File: src/rtl/rv_defs_pkg.sv
// rtl/rv_defs_pkg.sv - shared RV definitions for the PC register, fetch and decode
// Purpose: machine width, canonical NOP encoding and the fetch buffer entry.
// Ports: none (package).
package rv_defs;

  localparam int XLEN = 32;

  // addi x0, x0, 0
  localparam logic [XLEN-1:0] INST_NOP = 32'h0000_0013;

  typedef struct packed {
    logic [XLEN-1:0] addr;
    logic            misalign;
    logic [XLEN-1:0] inst;
  } fetch_entry_t;

endpackage

File: src/rtl/fetch_fifo.sv
// rtl/fetch_fifo.sv - small synchronous FIFO of fetched instruction entries
// Purpose: buffers ROM responses between fetch and decode.
// Ports:
//   clk, rst      clock, synchronous active-low reset
//   push_i        write push_data_i at the tail
//   push_data_i   entry to write
//   pop_i         drop the head entry (caller guarantees non-empty)
//   flush_i       empty the FIFO; wins over push and pop
//   count_o       number of valid entries
//   head_o        oldest entry
module fetch_fifo
  import rv_defs::*;
#(
  parameter int DEPTH = 2,
  localparam int AW   = $clog2(DEPTH)
) (
  input  logic         clk,
  input  logic         rst,
  input  logic         push_i,
  input  fetch_entry_t push_data_i,
  input  logic         pop_i,
  input  logic         flush_i,
  output logic [AW:0]  count_o,
  output fetch_entry_t head_o
);

  fetch_entry_t        mem_q [DEPTH];
  logic [AW-1:0]       wr_ptr_q;
  logic [AW-1:0]       rd_ptr_q;
  logic [AW:0]         count_q;

  // Storage carries no reset; only the pointers and count define validity.
  always_ff @(posedge clk) begin
    if (push_i && !flush_i) begin
      mem_q[wr_ptr_q] <= push_data_i;
    end
  end

  always_ff @(posedge clk) begin
    if (!rst) begin
      wr_ptr_q <= '0;
      rd_ptr_q <= '0;
      count_q  <= '0;
    end else if (flush_i) begin
      wr_ptr_q <= '0;
      rd_ptr_q <= '0;
      count_q  <= '0;
    end else begin
      // Pointers are exactly log2(DEPTH) bits, so they wrap on their own.
      if (push_i) wr_ptr_q <= wr_ptr_q + 1'b1;
      if (pop_i)  rd_ptr_q <= rd_ptr_q + 1'b1;
      unique case ({push_i, pop_i})
        2'b10:   count_q <= count_q + 1'b1;
        2'b01:   count_q <= count_q - 1'b1;
        default: count_q <= count_q;
      endcase
    end
  end

  assign count_o = count_q;
  assign head_o  = mem_q[rd_ptr_q];

endmodule

File: src/rtl/if_fetch.sv
// rtl/if_fetch.sv - instruction fetch stage between the PC register and decode
// Purpose: issues word reads to a 1-cycle synchronous ROM, buffers responses and
//          hands them to decode; holds the PC when out of buffer credit and
//          discards stale fetches on a redirect.
// Ports:
//   clk, rst         clock, synchronous active-low reset
//   pc_i             current PC
//   jump_en_i        redirect strobe (PC register loads the target this cycle)
//   pc_hold_o        PC must not advance
//   rom_req_o        ROM read enable
//   rom_addr_o       word-aligned ROM address
//   rom_rdata_i      ROM data, one cycle after rom_req_o
//   inst_valid_o     instruction available to decode
//   inst_o           instruction word (NOP when empty)
//   inst_addr_o      PC of inst_o (0 when empty)
//   inst_misalign_o  fetch PC was not word aligned
//   id_ready_i       decode accepts the instruction
module if_fetch
  import rv_defs::*;
#(
  parameter int XLEN  = rv_defs::XLEN,
  parameter int DEPTH = 2,
  localparam int AW   = $clog2(DEPTH)
) (
  input  logic            clk,
  input  logic            rst,
  input  logic [XLEN-1:0] pc_i,
  input  logic            jump_en_i,
  output logic            pc_hold_o,
  output logic            rom_req_o,
  output logic [XLEN-1:0] rom_addr_o,
  input  logic [XLEN-1:0] rom_rdata_i,
  output logic            inst_valid_o,
  output logic [XLEN-1:0] inst_o,
  output logic [XLEN-1:0] inst_addr_o,
  output logic            inst_misalign_o,
  input  logic            id_ready_i
);

  localparam logic [AW+1:0] DEPTH_C = (AW+2)'(DEPTH);

  logic            pending_q, pending_d;
  logic [XLEN-1:0] pend_addr_q, pend_addr_d;
  logic            pend_mis_q, pend_mis_d;

  logic [AW:0]     count;
  logic [AW+1:0]   credit;
  logic            issue;
  logic            push;
  logic            pop;
  fetch_entry_t    push_entry;
  fetch_entry_t    head;

  // An in-flight read already owns a buffer slot, so credit counts it too.
  // Only registered state feeds this; id_ready_i and jump_en_i stay off the path.
  assign credit    = {1'b0, count} + {{(AW+1){1'b0}}, pending_q};
  assign pc_hold_o = rst && (credit >= DEPTH_C);

  assign issue      = rst && !pc_hold_o && !jump_en_i;
  assign rom_req_o  = issue;
  assign rom_addr_o = {pc_i[XLEN-1:2], 2'b00};

  always_comb begin
    pending_d   = issue;
    pend_addr_d = pend_addr_q;
    pend_mis_d  = pend_mis_q;
    if (issue) begin
      pend_addr_d = pc_i;
      pend_mis_d  = |pc_i[1:0];
    end
  end

  always_ff @(posedge clk) begin
    if (!rst) begin
      pending_q   <= 1'b0;
      pend_addr_q <= '0;
      pend_mis_q  <= 1'b0;
    end else begin
      pending_q   <= pending_d;
      pend_addr_q <= pend_addr_d;
      pend_mis_q  <= pend_mis_d;
    end
  end

  // A response landing in the redirect cycle belongs to the old path.
  assign push       = pending_q && !jump_en_i;
  assign pop        = inst_valid_o && id_ready_i;
  assign push_entry = '{addr: pend_addr_q, misalign: pend_mis_q, inst: rom_rdata_i};

  fetch_fifo #(
    .DEPTH(DEPTH)
  ) u_fifo (
    .clk         (clk),
    .rst         (rst),
    .push_i      (push),
    .push_data_i (push_entry),
    .pop_i       (pop),
    .flush_i     (jump_en_i),
    .count_o     (count),
    .head_o      (head)
  );

  assign inst_valid_o    = rst && (count != '0);
  assign inst_o          = inst_valid_o ? head.inst     : INST_NOP;
  assign inst_addr_o     = inst_valid_o ? head.addr     : '0;
  assign inst_misalign_o = inst_valid_o ? head.misalign : 1'b0;

endmodule

File: config.mk
export PLATFORM = sky130hd
export DESIGN_NAME = if_fetch
export DESIGN_NICKNAME = d
export VERILOG_FILES = /design/src/rtl/rv_defs_pkg.sv /design/src/rtl/fetch_fifo.sv /design/src/rtl/if_fetch.sv
export SDC_FILE = /design/constraint.sdc
export NUM_CORES = 1
export LEC_CHECK = 0
export ABC_AREA = 0
export BUFFER_PORTS_ARGS = -buffer_cell sky130_fd_sc_hd__buf_2
export CAP_MARGIN = 40
export CELL_PAD_IN_SITES_DETAIL_PLACEMENT = 1
export CELL_PAD_IN_SITES_GLOBAL_PLACEMENT = 2
export CORE_UTILIZATION = 38
export CTS_CLUSTER_SIZE = 40
export DETAILED_ROUTE_END_ITERATION = 12
export GPL_ROUTABILITY_DRIVEN = 1
export HOLD_SLACK_MARGIN = 0.1
export PLACE_DENSITY_LB_ADDON = 0.1
export SETUP_SLACK_MARGIN = 0.4
export SLEW_MARGIN = 20
export SYNTH_ARGS = -nofsm -noshare
export SYNTH_HDL_FRONTEND = slang
export SYNTH_SLANG_ARGS = --single-unit
export TNS_END_PERCENT = 5
File: constraint.sdc
create_clock -name clk -period 9.25 [get_ports clk]
set_input_delay 0.4625 -clock clk [delete_from_list [all_inputs] [get_ports clk]]
set_output_delay 0.4625 -clock clk [all_outputs]
set_load 0.02 [all_outputs]
==> results of run 1 <==
[path summary, 6_finish.rpt]
path | startpoint | to | slack (ps) | depth (start not counted)
max | rst | rom_req_o | 6170 | 4
min | rom_rdata_i[8] | u_fifo.mem_q[0][8]$_DFFE_PP_ | 230 | 1
max reg2reg | u_fifo.count_o[0]$_SDFFE_PP0P_ | u_fifo.count_o[1]$_SDFFE_PP0P_ | 6470 | 7
min reg2reg | pend_mis_q$_SDFFE_PN0P_ | u_fifo.mem_q[1][32]$_DFFE_PP_ | 460 | 0
[cells by family after synthesis]
kind of cell | count (synthesis)
compound gates | 40
other cells | 1
flops | 169
xor+xnor | 3
simple gates | 144
fa+ha+maj | 1
mux | 65
buf+inv | 62
[cell usage after synthesis]
cell,n,share of area (%)
nand2b_1,2,0.19
inv_2,1,0.056
clkbuf_1,13,0.73
a21oi_2,1,0.13
mux2i_1,65,9.7
o21ai_0,7,0.52
dfxtp_1,39,12
ha_1,1,0.19
buf_6,6,1.0
a21oi_1,1,0.074
and2_1,2,0.19
or3_1,1,0.093
nor2_1,66,3.7
nand2_1,37,2.1
and2_4,1,0.13
nand4b_1,1,0.13
nand3_1,32,2.4
buf_2,9,0.67
conb_1,1,0.056
buf_4,32,3.6
nor2b_4,1,0.20
o21ai_2,30,3.9
xnor2_1,2,0.26
edfxtp_1,130,58
xor2_1,1,0.13
o211ai_1,1,0.11
nor2b_1,1,0.093
inv_1,1,0.056
[stage by stage]
stage / util, % / hold WS, ps
2_1_floorplan: - / 425.4
3_3_place_gp: 43.33 / 433.4
3_5_place_dp: 43.49 / 443.4
4_1_cts: 46.82 / 213.2
5_1_grt: 46.98 / 217.6
6_report: 46.98 / 232.1
[registers in the layout, indices dropped and copies added, names as in the netlist, named ones only]
signal,flops
u_fifo.count_o,2
u_fifo.mem_q,130
pend_mis_q,1
pending_q,1
pend_addr_q,32
u_fifo.rd_ptr_q,1
u_fifo.wr_ptr_q,1
[final cells by class]
| type | count | area share [%] |
|---|---|---|
| flip-flops and latches | 169 | 57.70 |
| multi-input cells | 255 | 20.45 |
| repair buffers | 171 | 11.21 |
| clock buffers | 23 | 5.882 |
| well taps | 225 | 3.465 |
| clock inverters | 9 | 1.201 |
| inverters | 2 | 0.09239 |
[worst register-to-register path, stage by stage (launching register included)]
cell,delay (ps)
dfxtp_1,390
o21ai_4,600
buf_4,540
inv_2,120
and2_1,210
ha_1,320
or3_1,360
a21oi_1,170
[power groups by stage]
stage          clock network (uW)  registers (uW)  logic, uW
2_1_floorplan                   0             866       61.6
6_report                      682             853       86.3
4_1_cts                       697             853       86.8
3_3_place_gp                    0             868       83.2
3_5_place_dp                    0             870       86.4
5_1_grt                       726             855       94.7
[layer usage]
layer	GRT usage, %	wire (um)	up-vias
li1	-	-	1961
met1	18.66	5973	1943
met2	27.03	6886	114
met3	4.429	740	21
met4	6.617	209	4
met5	0	26	-
==> summary.md, run 1 <==
| Metric | Value |
|---|---|
| Status | finished, final reports clean |
| Clock Tree Buf Depth | 2 |
| Distinct cells, synth | 28 |
| Compound-Gate Fraction of Synth Area | 4.747% |
| Die footprint | 18,220 um^2 |
| Register area share after synthesis | 69.69% |
| Sw Ratio | 20.49% |
| Dpl ws | 5784 ps |
| CTS Sinks | 169 |
| Initial antenna violation count | 2 |
| Sequential share of power | 52.6% |
| CTS Buf Count | 17 |
| DRC | 0 |
| Post_cts resized | 0 |
| CP peak stage delay | 660 ps |
| Slew HR | 48.31% |
| CTS tree | yes |
| WP data required | 8790 ps |
| I/O Buffers | 165 |
| Gpl congestion | 0.6949 |
| P&R area growth vs syn | 20.89% |
| Gr ovfl total | 0 |
| DIE WIDTH | 135.0 um |
| Crit path max fanout | 37 |
| Mux contribution to synthesized area | 9.680% |
| Post-synthesis simple-gate area fraction | 9.159% |
| Post-CTS setup buffer count | 0 |
| Kind of path behind the tightest hold check | input port to flip-flop |
| Max Clk Rate | 324.2 MHz |
| Ant. Diodes | 0 |
| Vias per inst | 4.734 |
| Cell mode on critical path | buf_2 |
| CP Capture Type | output pin |
| Internal power | 1289 uW |
| Avg WL per Cell | 16.20 um |
| PwrDens | 199.5 nW/um^2 |
| Worst slew pin tran | 775.3 ps |
| Leak | 0.003022 uW |
| Kind of critical path | input port to output pin |
| Commonest non-fill, non-tap cells in the layout | buf_2, edfxtp_1, mux2i_1 |
| Fillers | 1,827 |
| CTS clock-pin slew for the worst setup and hold paths | 60 ps |
| Fin worst setup slack | 6165 ps |
| Hpwl dp | 8.854 mm |
| FF/Latch Area | 4688 um^2 |
| Placed Area | 7522 um^2 |
| # nets final | 685 |
| Ports | 168 |
| Synthesized flop and latch total | 169 |
| # rows | 48 |
| Placed cell count | 821 |
| Crit-path leading delay family | simple AND/OR/NAND/NOR gates |
| Iteration-0 DRC Markers | 158 |
| Post-layout minimum cycle time | 3085 ps |
| Vias in the first global route | 4,172 |
| Setup Skew | 5.493 ps |
| Cells after Synth | 485 |
| Combinational family with the most area after synthesis | multiplexers |
| WP buf/inv | 2 |
| Commonest non-fill, non-tap cell in the layout | buf_2 |
| Final ANT Viol Nets | 0 |
| Final hold violations | 0 |
| Core area | 17,300 um^2 |
| Total GRT Usage | 15.82% |
| Final setup fails | 0 |
| Cell area after synthesis | 6721 um^2 |
| RSZ-0062 raised after global routing | no |
| Net Sw Power | 332.3 uW |
| Non-Filler Instances | 854 |
| Die H | 135.0 um |
| First-pass GRT wire length | 21.40 mm |
| Vias | 4,043 |
| Critical path startpoint category | input port |
| Root Buffer | clkbuf_16 |
| Synth Area in Adders | 0.1862% |
| Crit-path cells | buf_2, nor2b_4, and2_4, buf_2 |
| Slowest CP cell | and2_4 |
| Clock share of power | 42.1% |
| Post-Synth XOR/XNOR Area | 0.3909% |
| Final instance area | 8125 um^2 |
| # H-tree levels | 4 |
| Multi-input logic area | 1662 um^2 |
| DRT Pass-1 Iters | 4 |
| Worst vdd ir | 0.1364 mV |
| Pwr Total | 1621 uW |
| Avg Inst Size Synth | 13.86 um^2 |
| Max Cap Violations | 0 |
| Slew Limit Fails | 0 |
| Comb power frac | 5.3% |
| CTS hold repair buffers | 0 |
| Critical path arrival | 2620 ps |
| Drt total wl | 13.84 mm |
| Fin crit share | 33.35% |
| Starting Density | 38.86% |
| Layout cells sized above 1 | 37.36% |
| Ys Warns | 0 |
| TNS Setup | 0 ps |
| Largest net degree at the start of global routing | 49 |
| Clk Latency, worst-skew pair | 420 ps |
No activity file was read; power rests on OpenSTA's default activity.
==> run 2, diff against run 1 <==
--- a/config.mk
+++ b/config.mk
@@ -10,7 +10,7 @@
 export CAP_MARGIN = 40
 export CELL_PAD_IN_SITES_DETAIL_PLACEMENT = 1
 export CELL_PAD_IN_SITES_GLOBAL_PLACEMENT = 2
-export CORE_UTILIZATION = 38
+export CORE_UTILIZATION = 35
 export CTS_CLUSTER_SIZE = 40
 export DETAILED_ROUTE_END_ITERATION = 12
 export GPL_ROUTABILITY_DRIVEN = 1
==> constraint.sdc (replaced) <==
create_clock -name clk -period 3.1 [get_ports clk]
set_input_delay 0.155 -clock clk [delete_from_list [all_inputs] [get_ports clk]]
set_output_delay 0.155 -clock clk [all_outputs]
set_load 0.02 [all_outputs]
==> summary.md, run 2 (synthesized netlist as in run 1, its figures left out) <==
| Metric | Value |
|---|---|
| Fin crit share | 71.38% |
| First-pass GRT wire length | 23.53 mm |
| Largest register FFs | 130 |
| Slowest CP cell | dfxtp_4 |
| Clk Latency, worst-skew pair | 420 ps |
| Status | finished, final reports clean |
| Largest net degree at the start of global routing | 63 |
| Clock Tree Buf Depth | 2 |
| PwrDens | 550.0 nW/um^2 |
| Largest Register | u_fifo.mem_q |
| Setup Skew | 9.721 ps |
| Ports | 168 |
| Sw Ratio | 21.44% |
| Max Cap Violations | 0 |
| Critical path arrival | 2060 ps |
| DRC | 0 |
| Crit-path cells | buf_12, mux2i_1, nor2_1, buf_2 |
| Slew Limit Fails | 0 |
| Iteration-0 DRC Markers | 125 |
| P&R area growth vs syn | 30.71% |
| Critical path startpoint category | flip-flop |
| Commonest non-fill, non-tap cell in the layout | buf_2 |
| Starting Density | 35.81% |
| CP Capture Type | output pin |
| Sequential share of power | 52.7% |
| Die footprint | 19,760 um^2 |
| CTS clock-pin slew for the worst setup and hold paths | 60 ps |
| Comb power frac | 6.7% |
| Internal power | 3796 uW |
| Hpwl dp | 9.196 mm |
| Layout cells sized above 1 | 34.72% |
| Vias in the first global route | 4,641 |
| CP peak stage delay | 750 ps |
| I/O Buffers | 165 |
| Gpl congestion | 0.6923 |
| Core area | 18,770 um^2 |
| Kind of path behind the tightest hold check | input port to flip-flop |
| Clock share of power | 40.6% |
| Worst slew pin tran | 741.9 ps |
| Die H | 140.6 um |
| # nets final | 753 |
| Final ANT Viol Nets | 0 |
| Fin worst setup slack | 887.1 ps |
| Multi-input logic area | 1662 um^2 |
| Total GRT Usage | 15.83% |
| Dpl ws | 1288 ps |
| Root Buffer | clkbuf_16 |
| DRT Pass-1 Iters | 4 |
| Avg WL per Cell | 15.99 um |
| Worst vdd ir | 0.3835 mV |
| FF/Latch Area | 4688 um^2 |
| CTS tree | yes |
| Final setup fails | 0 |
| Post-layout minimum cycle time | 2213 ps |
| WP buf/inv | 2 |
| DIE WIDTH | 140.6 um |
| Gr ovfl total | 0 |
| # rows | 50 |
| Drt total wl | 14.89 mm |
| Final hold violations | 0 |
| Initial antenna violation count | 1 |
| Pwr Total | 4832 uW |
| CTS Buf Count | 17 |
| Net Sw Power | 1036 uW |
| Leak | 0.003303 uW |
| Post_cts resized | 0 |
| Crit path max fanout | 33 |
| Crit-path leading delay family | flip-flops |
| Vias | 4,333 |
| Max Clk Rate | 451.9 MHz |
| Commonest non-fill, non-tap cells in the layout | buf_2, edfxtp_1, mux2i_1, dlygate4sd3_1, nor2_1 |
| # H-tree levels | 4 |
| WP data required | 2940 ps |
| RSZ-0062 raised after global routing | no |
| Fillers | 1,989 |
| Final core occ | 46.81% |
| CTS Sinks | 169 |
| Vias per inst | 4.654 |
| Kind of critical path | flip-flop to output pin |
| Ant. Diodes | 0 |
| Slew HR | 50.54% |
## run 2: cell type report
type,count,share of cell area (%)
tap,234,3.332
multi-input combinational,255,18.91
timing repair buffer,239,18.00
sequential,169,53.36
inverter,2,0.08545
clock buffer,19,5.155
clock inverter,13,1.154
## run 2: tightest hold or removal path, stage by stage
cell and delay (ps):
buf_2 120, nand2b_1 150, nor2_1 60
## run 2: timing repair
| action | in CTS | in global routing |
|---|---|---|
| setup buffers | 0 | 0 |
| endpoints found under the hold margin | 99 | 0 |
| hold buffers | 65 | 0 |
## run 2: path summary, 6_finish.rpt
check,to,from,slack [ps],cells past startpoint
max,inst_o[19],flip-flop,890,4
min,u_fifo.count_o[0]$_SDFFE_PP0P_,jump_en_i,120,3
max reg2reg,u_fifo.count_o[1]$_SDFFE_PP0P_,u_fifo.count_o[0]$_SDFFE_PP0P_,1370,6
min reg2reg,u_fifo.mem_q[1][42]$_DFFE_PP_,pend_addr_q[9]$_SDFFE_PN0P_,460,0
## run 2: power by group through the flow
stage	sequential [uW]	combinational [uW]	clock (uW)
floorplan	2590	184	0
global placement	2590	258	0
detailed placement	2590	265	0
CTS	2550	330	2020
global route	2550	356	2110
finish	2540	324	1960
## run 2: metal layers
| layer | up-vias | GRT usage [%] | wire [um] |
|---|---|---|---|
| met2 | 112 | 28.16 | 7553 |
| met4 | 0 | 6.865 | 229 |
| met3 | 14 | 3.804 | 611 |
| met5 | - | 0 | 0 |
| met1 | 2112 | 18.17 | 6492 |
| li1 | 2095 | - | - |
## run 2: per-stage QoR
step                cell area (um^2)  std cells  TNS (ps)  hold slack, ps
floorplan                       6725        486    -74840           253.9
CTS                             8786        931         0           103.3
finish                          8786        931         0           120.7
global route                    8786        931         0           118.1
detailed placement              7581        834         0           351.1
global placement                7581        834         0           344.7
==> run 3, diff against run 2 <==
==> constraint.sdc (replaced) <==
create_clock -name clk -period 2.3 [get_ports clk]
set_input_delay 0.115 -clock clk [delete_from_list [all_inputs] [get_ports clk]]
set_output_delay 0.115 -clock clk [all_outputs]
set_load 0.02 [all_outputs]
==> summary.md, run 3 (synthesized netlist as in run 1, its figures left out) <==
| Metric | Value |
|---|---|
| Sw Ratio | 20.72% |
| CTS tree | yes |
| RSZ-0062 raised after global routing | yes |
| Starting Density | 35.81% |
| P&R area growth vs syn | 33.02% |
| Avg WL per Cell | 16.48 um |
| Largest register FFs | 130 |
| I/O Buffers | 165 |
| Critical path arrival | 1710 ps |
| Vias in the first global route | 4,713 |
| Crit-path cells | o21ai_4, buf_12, nor2_1, buf_2 |
| Die H | 140.6 um |
| CTS clock-pin slew for the worst setup and hold paths | 60 ps |
| Internal power | 5396 uW |
| Max Clk Rate | 548.5 MHz |
| Met2 Usage GRT | 29.32% |
| Hold Path Sink | u_fifo.mem_q[1][10]$_DFFE_PP_ |
| Clk Latency, worst-skew pair | 420 ps |
| Iteration-0 DRC Markers | 130 |
| Crit path max fanout | 62 |
| CTS Buf Count | 17 |
| Reg-to-Reg End | u_fifo.count_o[1]$_SDFFE_PP0P_ |
| Fin crit share | 79.26% |
| Final hold violations | 0 |
| Hold_sp | rom_rdata_i[10] |
| Kind of critical path | flip-flop to output pin |
| Ant. Diodes | 0 |
| Drt total wl | 15.52 mm |
| RR Startpoint | u_fifo.count_o[0]$_SDFFE_PP0P_ |
| # H-tree levels | 4 |
| Comb power frac | 6.6% |
| Initial antenna violation count | 0 |
| R2r setup slk | 550 ps |
| WHS Path Cells | 2 |
| Setup Skew | 9.466 ps |
| GRT met1 Usage | 19.83% |
| # nets final | 764 |
| DIE WIDTH | 140.6 um |
| Commonest non-fill, non-tap cells in the layout | buf_2, edfxtp_1, dlygate4sd3_1 |
| Clock share of power | 43.1% |
| Final ANT Viol Nets | 0 |
| Post-layout minimum cycle time | 1823 ps |
| Root Buffer | clkbuf_16 |
| R2R cell count | 6 |
| First-pass GRT wire length | 24.48 mm |
| Gpl congestion | 0.6821 |
| Die footprint | 19,760 um^2 |
| Ports | 168 |
| Sequential share of power | 50.4% |
| # rows | 50 |
| Hpwl dp | 9.132 mm |
| Commonest non-fill, non-tap cell in the layout | buf_2 |
| Clock Tree Buf Depth | 2 |
| Slew HR | 55.71% |
| CTS Sinks | 169 |
| TNS Setup | 0 ps |
| Vias per inst | 4.607 |
| Largest Register | u_fifo.mem_q |
| Max Cap Violations | 0 |
| PwrDens | 761.1 nW/um^2 |
| Fin worst setup slack | 476.9 ps |
| Most crowded layer after global routing | met2 |
| Met3 usage | 3.397% |
| Net Sw Power | 1410 uW |
| Slew Limit Fails | 0 |
| Leak | 0.003377 uW |
| WP data required | 2180 ps |
| Status | finished, final reports clean |
| DRT Pass-1 Iters | 4 |
| Worst slew pin tran | 664.3 ps |
| Layout cells sized above 1 | 35.03% |
| Gr ovfl total | 0 |
| DRC | 0 |
| Kind of path behind the tightest hold check | input port to flip-flop |
| Largest net degree at the start of global routing | 63 |
| CP Capture Type | output pin |
| Dpl ws | 520.0 ps |
| Vias | 4,340 |
| Slowest CP cell | dfxtp_1 |
| Total GRT Usage | 16.40% |
| Worst vdd ir | 0.5642 mV |
| Final setup fails | 0 |
| Critical path startpoint category | flip-flop |
| CP peak stage delay | 500 ps |
| Core area | 18,770 um^2 |
==> run 3: area by class of cell <==
class / count / area [um^2]
clock buffer: 19 / 432.9
clock inverter: 13 / 177.7
fill: 1950 / 9827
inverter: 2 / 7.507
multi-input combinational: 256 / 1669
sequential: 169 / 4688
tap: 234 / 292.8
timing repair buffer: 249 / 1673
==> run 3: metal layers <==
| layer | wire (um) | up-vias | part of all wire [%] |
|---|---|---|---|
| met5 | 0 | - | 0 |
| met4 | 147 | 0 | 0.95 |
| met3 | 573 | 11 | 3.7 |
| met2 | 7894 | 109 | 51 |
| met1 | 6905 | 2111 | 44 |
| li1 | - | 2109 | - |
==> run 3: timing repair <==
| item | CTS | global route |
|---|---|---|
| pin swaps | 1 | 0 |
| setup buffers | 0 | 7 |
| endpoints found under the setup margin | 66 | 48 |
| cloned | 1 | 0 |
| hold buffers | 67 | 0 |
| gates resized for setup | 3 | 1 |
| hold endpoints to repair | 102 | 0 |
==> run 3: power by group through the flow <==
stage / combinational, uW / clock (uW) / sequential, uW
2_1_floorplan: 248 / 0 / 3480
3_3_place_gp: 348 / 0 / 3490
3_5_place_dp: 357 / 0 / 3490
4_1_cts: 453 / 3000 / 3430
5_1_grt: 488 / 3120 / 3440
6_report: 446 / 2930 / 3430
==> run 3: metrics by stage <==
stage | util [%] | instance area [um^2] | total power (uW) | hold slack, ps | cells
after global routing | 47.64 | 8941 | 7045 | 413.8 | 942
after global placement | 40.37 | 7576 | 3834 | 304.6 | 835
final | 47.64 | 8941 | 6805 | 421.6 | 942
after floorplan | - | 6730 | 3730 | 213.9 | 486
after CTS | 47.30 | 8877 | 6880 | 403.8 | 935
after detailed placement | 40.37 | 7576 | 3851 | 308.2 | 835
==> run 3: critical path: cells and delay by family (launching register included) <==
kind,cells,cell delay (ps)
DFF,1,500
and+or+nand+nor,1,250
AOI/OAI and AO/OA,1,100
buffers and inverters,2,430
==> run 3: worst max-delay path by stage <==
stage,startpoint,depth (start not counted),slack [ps],end
6_report,u_fifo.count_o[0]$_SDFFE_PP0P_,4,480,inst_addr_o[0]
5_1_grt,u_fifo.count_o[0]$_SDFFE_PP0P_,4,380,inst_addr_o[1]
4_1_cts,flip-flop,4,300,inst_addr_o[15]
3_5_place_dp,u_fifo.count_o[0]$_SDFFE_PP0P_,4,520,inst_addr_o[0]
3_3_place_gp,u_fifo.count_o[1]$_SDFFE_PP0P_,4,580,inst_addr_o[1]
2_1_floorplan,pending_q$_SDFF_PN0_,2,-300,u_fifo.mem_q[0][0]$_DFFE_PP_
